--- config.mk ---
export PLATFORM = sky130hd
export DESIGN_NAME = piso_arbiter
export DESIGN_NICKNAME = d
export VERILOG_FILES = /design/src/rtl/piso_arbiter.sv
export SDC_FILE = /design/constraint.sdc
export NUM_CORES = 1
export LEC_CHECK = 0
export BUFFER_PORTS_ARGS = -buffer_cell sky130_fd_sc_hd__buf_2
export CAP_MARGIN = 25
export CORE_ASPECT_RATIO = 1.5
export CORE_MARGIN = 3
export CORE_UTILIZATION = 30
export CTS_CLUSTER_SIZE = 16
export DETAILED_ROUTE_END_ITERATION = 10
export GPL_TIMING_DRIVEN = 0
export HOLD_SLACK_MARGIN = 0.12
export PLACE_DENSITY = 0.66
export SYNTH_ARGS = -nofsm -noshare
export SYNTH_HDL_FRONTEND = slang
export SYNTH_SLANG_ARGS = --single-unit
--- constraint.sdc ---
create_clock -name i_clk -period 6.4 [get_ports i_clk]
set_input_delay 0 -clock i_clk [delete_from_list [all_inputs] [get_ports i_clk]]
set_output_delay 0 -clock i_clk [all_outputs]
set_load 0.1 [all_outputs]
--- src/rtl/piso_arbiter.sv ---
// piso_arbiter: round-robin arbiter sharing one PISO serializer among NUM_REQ word producers,
// with an idle gap between transactions and a watchdog that aborts a missing done.
module piso_arbiter #(
    parameter int NUM_REQ      = 4,
    parameter int SIZE_DATA_IN = 16,
    parameter int SIZE_ID      = $clog2(NUM_REQ),
    parameter int GAP_CYC      = 2,
    parameter int TIMEOUT_CYC  = 32
) (
    input  logic                            i_clk,
    input  logic                            i_rst,
    input  logic [NUM_REQ-1:0]              i_req_valid,
    input  logic [NUM_REQ*SIZE_DATA_IN-1:0] i_req_data,
    output logic [NUM_REQ-1:0]              o_req_ready,
    output logic                            o_ser_start,
    output logic [SIZE_DATA_IN-1:0]         o_ser_data,
    input  logic                            i_ser_done,
    output logic [SIZE_ID-1:0]              o_grant_id,
    output logic                            o_busy,
    output logic                            o_timeout_err,
    input  logic                            i_err_clr
);
    typedef enum logic [1:0] {IDLE, SEND, GAP} state_t;
    localparam int WD_W = $clog2(TIMEOUT_CYC);
    localparam int GP_W = (GAP_CYC > 1) ? $clog2(GAP_CYC) : 1;
    localparam logic [WD_W-1:0] WD_LAST = WD_W'(TIMEOUT_CYC - 1);
    localparam logic [GP_W-1:0] GP_LAST = GP_W'(GAP_CYC - 1);
    localparam logic [SIZE_ID:0] L_NREQ = (SIZE_ID + 1)'(NUM_REQ);

    state_t                    r_state;
    logic [SIZE_ID-1:0]        r_rr_ptr;
    logic [SIZE_ID-1:0]        r_grant_id;
    logic [SIZE_DATA_IN-1:0]   r_data;
    logic [WD_W-1:0]           r_wd;
    logic [GP_W-1:0]           r_gap;
    logic                      r_err;
    logic [2*NUM_REQ-1:0]      w_dbl;
    logic [NUM_REQ-1:0]        w_rot;
    logic [SIZE_ID-1:0]        w_off;
    logic [SIZE_ID:0]          w_sum;
    logic [SIZE_ID:0]          w_wrap;
    logic [SIZE_ID:0]          w_nx;
    logic [SIZE_ID-1:0]        w_win;
    logic [SIZE_ID-1:0]        w_rr_next;
    logic [SIZE_DATA_IN-1:0]   w_word;
    logic                      w_any;

    // Rotate valids so bit 0 is the rr_ptr requester; the lowest set bit is the winner offset.
    assign w_dbl = {i_req_valid, i_req_valid} >> r_rr_ptr;
    assign w_rot = w_dbl[NUM_REQ-1:0];
    assign w_any = |i_req_valid;

    always_comb begin
        w_off = '0;
        for (int i = NUM_REQ - 1; i >= 0; i--)
            if (w_rot[i]) w_off = SIZE_ID'(i);
    end

    assign w_sum     = {1'b0, r_rr_ptr} + {1'b0, w_off};
    assign w_wrap    = (w_sum >= L_NREQ) ? w_sum - L_NREQ : w_sum;
    assign w_win     = w_wrap[SIZE_ID-1:0];
    assign w_nx      = {1'b0, w_win} + 1'b1;
    assign w_rr_next = (w_nx == L_NREQ) ? '0 : w_nx[SIZE_ID-1:0];

    always_comb begin
        w_word = '0;
        for (int k = 0; k < NUM_REQ; k++)
            if (w_win == SIZE_ID'(k)) w_word = i_req_data[k*SIZE_DATA_IN +: SIZE_DATA_IN];
    end

    assign o_req_ready   = (r_state == IDLE && w_any) ? NUM_REQ'(1) << w_win : '0;
    assign o_ser_start   = (r_state == SEND);
    assign o_busy        = (r_state != IDLE);
    assign o_ser_data    = r_data;
    assign o_grant_id    = r_grant_id;
    assign o_timeout_err = r_err;

    // The timeout set is written after the clear so it wins when both happen together.
    always_ff @(posedge i_clk) begin
        if (i_rst) begin
            r_state    <= IDLE;
            r_rr_ptr   <= '0;
            r_grant_id <= '0;
            r_data     <= '0;
            r_wd       <= '0;
            r_gap      <= '0;
            r_err      <= 1'b0;
        end else begin
            if (i_err_clr) r_err <= 1'b0;
            case (r_state)
                IDLE: if (w_any) begin
                    r_data     <= w_word;
                    r_grant_id <= w_win;
                    r_rr_ptr   <= w_rr_next;
                    r_wd       <= '0;
                    r_state    <= SEND;
                end
                SEND: if (i_ser_done) begin
                    r_state <= GAP;
                    r_gap   <= '0;
                end else if (r_wd == WD_LAST) begin
                    r_err   <= 1'b1;
                    r_state <= GAP;
                    r_gap   <= '0;
                end else begin
                    r_wd <= r_wd + 1'b1;
                end
                GAP: if (r_gap == GP_LAST) r_state <= IDLE;
                     else r_gap <= r_gap + 1'b1;
                default: r_state <= IDLE;
            endcase
        end
    end
endmodule

# Word level (Yosys, flattened, before mapping)
# Cells that the tools add are included.
[totals] reg_bits=29 out_inout_bits=25 wordCells=66
[op_classes] add_sub_neg=5 order_cmp=1 n_eq_ne=12 n_shift=2 muxes=28 n_reduce_logical=11
[ops] op="$mux W16" count=4
[ops] op="$mux W2" count=10
[ops] op="$mux W5" count=3
[ops] op="$pmux W5 S2" count=1
[ops] op="$ne A2 B2 Y1 const B" count=4
[ops] op="$shr A8 B2 Y4" count=1
[ops] op="$mux W1" count=7
[ops] op="$eq A2 B2 Y1 const B" count=3
[ops] op="$pmux W2 S3" count=1
[ops] op="$reduce_bool A2 Y1" count=3
[ops] op="$add A5 B1 Y5 const B" count=1
[ops] op="$eq A5 B5 Y1 const B" count=1
[ops] op="$eq A2 B1 Y1 const B" count=2
[ops] op="$logic_not A2 Y1" count=2
[ops] op="$mux W4" count=1
[ops] op="$reduce_and A2 Y1" count=2
[ops] op="$reduce_and A4 Y1" count=1
[ops] op="$reduce_or A4 Y1" count=1
[ops] op="$shl A1 B2 Y4 const A" count=1
[ops] op="$add A2 B1 Y3 const B" count=1
[ops] op="$add A2 B2 Y3" count=1
[ops] op="$eq A3 B3 Y1 const B" count=1
[ops] op="$ge A3 B3 Y1 const B" count=1
[ops] op="$ne A3 B1 Y1 const B" count=1
[ops] op="other kinds (5)" count=5

# Longest topological paths before layout
# Gate-level depths: netlist of the first run.
[logic_depth] word_depth=13 ltp_mapped=17 mapped_depth_nobuf=14

# Least setup slack after synthesis of the first run
# Ideal clock, no wire load.
[synth_timing] kind="reg-to-output" from="reg r_rr_ptr[0]" to="out o_req_ready[3]" arrival_time_ps=3083 required_ps=6400 slack_ps=3317 path_stages_with_launch=14 path_buffers=3 cell_sequence="dfxtp_1 > clkbuf_1 > nor2_1 > nand2_1 > o21ai_0 > o21ai_0 > nand3_1 > ha_1 > xnor2_1 > xnor2_1 > ha_1 > buf_1 > clkbuf_1 > and2_1"
[synth_via] elab_chain_cells=10 elab_cells_between_ends=11 classes_between="add/sub: 2; order compare: 1; shift: 2; mux: 6"
[synth_lines] element="start: declaration" line="31" text="logic [SIZE_ID-1:0] r_rr_ptr;"
[synth_lines] element="start signal: assignment" line="94" text="r_rr_ptr <= w_rr_next;"
[synth_lines] element="$shr A8 B2 Y4" line="49" text="assign w_dbl = {i_req_valid, i_req_valid} >> r_rr_ptr;"
[synth_lines] element="$mux W2 (4 in series)" line="56" text="if (w_rot[i]) w_off = SIZE_ID'(i);"
[synth_lines] element="$add A2 B2 Y3 *" line="59" text="assign w_sum = {1'b0, r_rr_ptr} + {1'b0, w_off};"
[synth_lines] element="via w_sum[1]" line="40" text="logic [SIZE_ID:0] w_sum;"
[synth_lines] element="$ge A3 B3 Y1 or $sub A2 B1 Y2 (tied branches)" line="60" text="assign w_wrap = (w_sum >= L_NREQ) ? w_sum - L_NREQ : w_sum;"
[synth_lines] element="$mux W2 *" line="60"
[synth_lines] element="$shl A1 B2 Y4 *" line="71" text="assign o_req_ready = (r_state == IDLE && w_any) ? NUM_REQ'(1) << w_win : '0;"
[synth_lines] element="$mux W4 *" line="71"
[synth_lines] element="end: declaration" line="14" text="output logic [NUM_REQ-1:0] o_req_ready,"
# Mark *: on every way through the listed nets, which the timed path passes. The rest lies on a longest branch.

# Final worst setup path of the first run
# Ends and elaborated chain as after synthesis.

==> impl_metrics.csv, run 1 <==
group,metric,value,unit
run_status,status,"complete, no violations",
grt,grt_util_all_layers,0.169,
setup_path,worstPathCellList,"clkbuf_1, nor2_1, nand2_1, o21ai_0, o21ai_0, nand3_1, ha_1, xnor2_1, xnor2_1, ha_1, buf_1, clkbuf_1, and2_1, buf_2",
drt,drt_first_pass_iters,4,
sta,worst_slew_pin_slew,0.515,ns
setup_path,reg2reg_to,"o_ser_data[11]$_SDFFE_PP0P_",
floorplanning,die_y,104,um
setup_path,r2r_start,"r_rr_ptr[0]$_SDFFE_PP0P_",
worst_hold_path,whs_path_depth,4,
drt,ant_nets,0,
setup_path,start_kind,"flop",
setup_path,endpoint_kind,"output pin",
setup_path,crit_fanout,10,
floorplanning,row_count,35,
setup_path,critPathSlowestCell,"clkbuf_1",
logic_synthesis,synth_top_area_cell,"dfxtp_1",
clocking,clock-sinks,29,
sta,holdWs,0.143,ns
drt,wire_per_inst,14.3,um
clocking,clock_latency,0.29,ns
finish,fin_cells,442,
sta,rsz0062_at_grt,"false",
logic_synthesis,synth_top_area_share,0.303,
logic_synthesis,yosysSeqAreaShare,0.303,
worst_hold_path,worstHoldPathType,"in2reg",
setup_path,r2r_cells,17,
clocking,cts_tree,"done",
finish,nFillCells,645,
floorplanning,die_x,71.2,um
logic_synthesis,syn-num-nets,332,
logic_synthesis,synthCells,249,
logic_synthesis,synth_edf_count,0,
finish,drive_gt1_frac,0.304,
logic_synthesis,yosys_most_used_dff,"dfxtp_1",
grt,grt_pass1_vias,2124,
drt,vias_per_cell,5.00,
logic_synthesis,syn-cell-area,0.00191,mm^2
clocking,clk_path_buf_depth,2,
setup_path,path_class,"reg2out",
logic_synthesis,synth_cell_type_count,34,
place,dp_worst_setup_slack,2.85,ns
floorplanning,pin_count,97,
logic_synthesis,synthTopCellsByArea,"dfxtp_1, nor3_1, ha_1",
finish,nets,450,
floorplanning,core,0.00617,mm^2
place,dp_hpwl,4.81,mm
drt,vias,2212,
clocking,clk_pin_slew,0.06,ns
logic_synthesis,ys_warn_count,0,
sta,min_period,3.61,ns
sta,finalCritPeriodShare,0.565,
clocking,root_buffer,"clkbuf_8",
clocking,htreeDepth,2,
floorplanning,start_util,0.310,
setup_path,cp.required,6.40,ns
worst_hold_path,min_to,"o_ser_data[14]$_SDFFE_PP0P_",
sta,hold_viol,0,
clocking,numCtsBuffers,5,
logic_synthesis,synth-seq-cells,29,
clocking,cts_setup_buffers,0,
grt,grt_pass1_wl,10.0,mm
sta,fin_setup_tns,0,ns
grt,grt_remaining_overflow,0,
sta,slew_viol_final,0,
grt,grt_max_degree,11,
sta,setup_viol,0,
sta,setup_slack,2.79,ns
place,place_inst,415,
finish,final_common_cell,"buf_2",
setup_path,cpPeakStageDelay,0.42,ns
flow_run,drv_cap,0,
place,io_buffer_count,92,
worst_hold_path,hold_start,"i_req_data[62]",
setup_path,cp_top_family,"buffers and inverters",
logic_synthesis,ys_async_sr_fraction,0,
drt,drc,0,
setup_path,arrival,3.61,ns
sta,finClkSkew,0.00973,ns
grt,antenna_found_initial,0,
setup_path,path_buf_inv,4,
setup_path,r2r_setup_slack,2.82,ns
drt,wirelength,6.30,mm
place,gp_congestion,0.807,
floorplanning,dieArea,0.00740,mm^2
finish,n_antenna_cell,0,
drt,drt_iter0_drc,83,
sta,max_freq,0.277,GHz
finish,layout_common_cells,"buf_2, nor3_1, nor2_1",
logic_synthesis,synth.avg_cell_area,7.69,um^2
sta,maxSlewHeadroom,0.657,
finish,area_growth,44.1,%
-- per-stage QoR --
step,cell area (um^2),util
floorplan,1910,-
global placement,2470,0.400
detailed placement,2470,0.400
CTS,2760,0.447
global route,2760,0.447
finish,2760,0.447
-- final cells by class --
type / instances / area, um^2 / area share
clock inverter: 1 / 5.00 / 0.00181
inverter: 4 / 15.0 / 0.00544
timing repair buffer: 111 / 651 / 0.236
clock buffer: 7 / 96.3 / 0.0349
multi-input combinational: 195 / 1230 / 0.444
sequential: 29 / 581 / 0.210
tap: 74 / 92.6 / 0.0336
buffer: 21 / 92.6 / 0.0336
-- timing repair --
| action | 4_1_cts | 5_1_grt |
|---|---|---|
| endpoints found under the hold margin | 18 | 0 |
| resized for setup | 0 | 0 |
| setup endpoints to repair | 0 | 0 |
| hold buffers | 19 | 0 |
-- sequential cells by signal, summed over array words and instances (netlist names) --
name,cells
o_grant_id,2
o_ser_data,16
o_timeout_err,1
r_gap,1
r_rr_ptr,2
r_state,2
r_wd,5
-- cells by family after synthesis --
family,after synthesis,synth area share
adders and majority gates,11,0.0719
DFF,29,0.303
buffers and inverters,25,0.0562
and+or+nand+nor,122,0.329
xor gates and xnor gates,5,0.0229
AOI/OAI and AO/OA,57,0.216
-- worst max-delay path by stage --
stage	endpoint	slack, ns	cells after the start	start
3_3_place_gp	o_ser_data[11]$_SDFFE_PP0P_	2.93	17	r_rr_ptr[0]$_SDFFE_PP0P_
6_report	o_req_ready[3]	2.79	14	r_rr_ptr[0]$_SDFFE_PP0P_
4_1_cts	o_req_ready[3]	2.78	14	r_rr_ptr[0]$_SDFFE_PP0P_
5_1_grt	o_ser_data[8]$_SDFFE_PP0P_	2.48	17	r_rr_ptr[0]$_SDFFE_PP0P_
3_5_place_dp	o_ser_data[6]$_SDFFE_PP0P_	2.85	17	r_rr_ptr[0]$_SDFFE_PP0P_
2_1_floorplan	o_req_ready[3]	3.32	13	r_rr_ptr[0]$_SDFFE_PP0P_
-- Yosys cell counts (all sizes together) (3+ instances only) --
master,count
nor3,33
nor2,30
dfxtp,29
nor2b,17
a211oi,16
a21oi,16
a221oi,15
nand2,14
clkbuf,12
ha,11
buf,9
nand2b,7
nand3,6
and2,5
inv,4
nand3b,4
xor2,3
-- layer usage --
layer | global-route usage | share of wire | vias to the layer above
met4 | 0.0551 | 0.018 | 0
li1 | - | - | 1130
met1 | 0.200 | 0.40 | 996
met2 | 0.297 | 0.52 | 76
met5 | 0 | 0 | -
met3 | 0.0330 | 0.062 | 10
-- worst reg2reg max path, stage by stage (launching register included) --
cell and delay (ns):
dfxtp_1 0.35, clkbuf_1 0.32, nor2_1 0.09, nand2_1 0.07, o21ai_0 0.07, o21ai_0 0.15, nand3_1 0.11, ha_1 0.20
xnor2_1 0.34, xor2_1 0.15, ha_1 0.20, buf_2 0.18, nor2b_1 0.40, buf_2 0.33, a221oi_1 0.11, nor3_1 0.18
a211oi_1 0.07, nor3_1 0.19
Power of run 1 is not shown: default switching activity piles up to over one toggle a cycle in this logic, so the estimate is an artifact.
==> run 2, diff against run 1 <==
--- a/config.mk
+++ b/config.mk
@@ -14,7 +14,7 @@
 export DETAILED_ROUTE_END_ITERATION = 10
 export GPL_TIMING_DRIVEN = 0
 export HOLD_SLACK_MARGIN = 0.12
-export PLACE_DENSITY = 0.66
+export PLACE_DENSITY = 0.68
 export SYNTH_ARGS = -nofsm -noshare
 export SYNTH_HDL_FRONTEND = slang
 export SYNTH_SLANG_ARGS = --single-unit
==> constraint.sdc (replaced) <==
create_clock -name i_clk -period 3.3 [get_ports i_clk]
set_input_delay 0 -clock i_clk [delete_from_list [all_inputs] [get_ports i_clk]]
set_output_delay 0 -clock i_clk [all_outputs]
set_load 0.1 [all_outputs]
==> impl_metrics.csv, run 2 (same netlist as run 1, synthesis figures left out) <==
group,metric,value,unit
drt,drt_first_pass_iters,4,
floorplanning,dieArea,0.00740,mm^2
clocking,htreeDepth,2,
sta,slew_viol_final,0,
place,dp_hpwl,4.74,mm
setup_path,crit_fanout,10,
flow_run,drv_cap,0,
setup_path,arrival,3.08,ns
place,io_buffer_count,92,
sta,worst_slew_pin_slew,0.492,ns
finish,multi_input_area,0.00124,mm^2
grt,antenna_found_initial,0,
clocking,clk_pin_slew,0.06,ns
finish,final_common_cell,"buf_2",
sta,hold_viol,0,
drt,wire_per_inst,13.8,um
setup_path,path_class,"reg2out",
grt,grt_max_degree,11,
floorplanning,row_count,35,
grt,grt_pass1_vias,2202,
grt,grt_remaining_overflow,0,
setup_path,critPathSlowestCell,"or4_1",
finish,largest_reg_flops,16,
clocking,root_buffer,"clkbuf_8",
sta,maxSlewHeadroom,0.672,
sta,max_freq,0.324,GHz
place,place_inst,415,
place,gp_congestion,0.781,
setup_path,start_kind,"flop",
sta,finalCritPeriodShare,0.934,
drt,ant_nets,0,
floorplanning,die_x,71.2,um
sta,setup_viol,0,
floorplanning,core,0.00617,mm^2
setup_path,path_buf_inv,3,
sta,rsz0062_at_grt,"false",
finish,area_growth,46.4,%
setup_path,endpoint_kind,"output pin",
finish,nets,451,
floorplanning,start_util,0.310,
finish,layout_common_cells,"buf_2, nor3_1, nor2_1",
drt,drc,0,
sta,setup_slack,0.217,ns
run_status,status,"complete, no violations",
drt,wirelength,6.12,mm
clocking,numCtsBuffers,5,
setup_path,cp.required,3.30,ns
clocking,clock_latency,0.28,ns
finish,nFillCells,626,
clocking,clock-sinks,29,
sta,min_period,3.08,ns
drt,vias,2237,
grt,grt_pass1_wl,9.98,mm
finish,fin_cells,443,
grt,grt_util_all_layers,0.165,
drt,drt_iter0_drc,79,
place,dp_worst_setup_slack,-0.340,ns
setup_path,cp_top_family,"buffers and inverters",
floorplanning,die_y,104,um
clocking,cts_tree,"done",
finish,regArea,581,um^2
sta,finClkSkew,0.00566,ns
setup_path,worstPathCellList,"buf_4, or4_1, nand3_1, ha_1, xnor2_2, xnor2_1, ha_1, clkbuf_1, and2_1, buf_4",
finish,n_antenna_cell,0,
clocking,clk_path_buf_depth,2,
finish,drive_gt1_frac,0.328,
setup_path,cpPeakStageDelay,0.52,ns
worst_hold_path,worstHoldPathType,"in2reg",
drt,vias_per_cell,5.05,
floorplanning,pin_count,97,
## run 2: cell count changes in the layout (fill, tap and decap cells not counted), moves of 3 or more
| cell | previous run | this run |
|---|---|---|
| clkbuf_1 | 12 | 7 |
| buf_4 | 2 | 10 |
| buf_2 | 97 | 92 |
| clkbuf_2 | 0 | 3 |
## run 2: stage by stage
stage / hold WS, ns / util / setup TNS [ns] / area, um^2
2_1_floorplan: 0.182 / - / 0 / 1910
3_3_place_gp: 0.269 / 0.400 / -1.86 / 2470
3_5_place_dp: 0.282 / 0.400 / -3.00 / 2470
4_1_cts: 0.161 / 0.449 / 0 / 2770
5_1_grt: 0.230 / 0.454 / 0 / 2800
6_report: 0.164 / 0.454 / 0 / 2800
## run 2: path summary, 6_finish.rpt
path | from | endpoint | slack (ns) | cells past startpoint
setup / recovery | r_rr_ptr[0]$_SDFFE_PP0P_ | o_req_ready[2] | 0.22 | 10
hold / removal | i_req_data[62] | o_ser_data[14]$_SDFFE_PP0P_ | 0.16 | 4
setup reg to reg | r_rr_ptr[0]$_SDFFE_PP0P_ | o_ser_data[10]$_SDFFE_PP0P_ | 0.22 | 14
hold reg to reg | o_grant_id[0]$_SDFFE_PP0P_ | o_grant_id[0]$_SDFFE_PP0P_ | 0.46 | 2
## run 2: timing repair
item | CTS | global route
endpoints found under the setup margin | 18 | 17
resized for setup | 8 | 15
pin swaps | 0 | 2
hold endpoints to repair | 17 | 0
hold buffers | 18 | 0
setup buffers | 0 | 2
## run 2: layout make-up
class	instances	share of cell area
tap	74	0.0330
clock inverter	1	0.00179
timing repair buffer	112	0.237
buffer	21	0.0388
sequential	29	0.207
multi-input combinational	195	0.443
clock buffer	7	0.0344
inverter	4	0.00536
## run 2: layer usage
metal / global-route usage / wire length [um] / vias to the layer above / part of all wire
met4: 0.0430 / 58 / 0 / 0.0095
met3: 0.0272 / 409 / 6 / 0.067
met5: 0 / 0 / - / 0
met1: 0.188 / 2450 / 1012 / 0.40
li1: - / - / 1133 / -
met2: 0.306 / 3210 / 86 / 0.52
## run 2: worst min-delay path, cell delays in order
cell	delay (ns)
buf_2	0.10
a21oi_1	0.12
o21a_1	0.13
nor3_1	0.04
Power of run 2 is left out for the same reason.
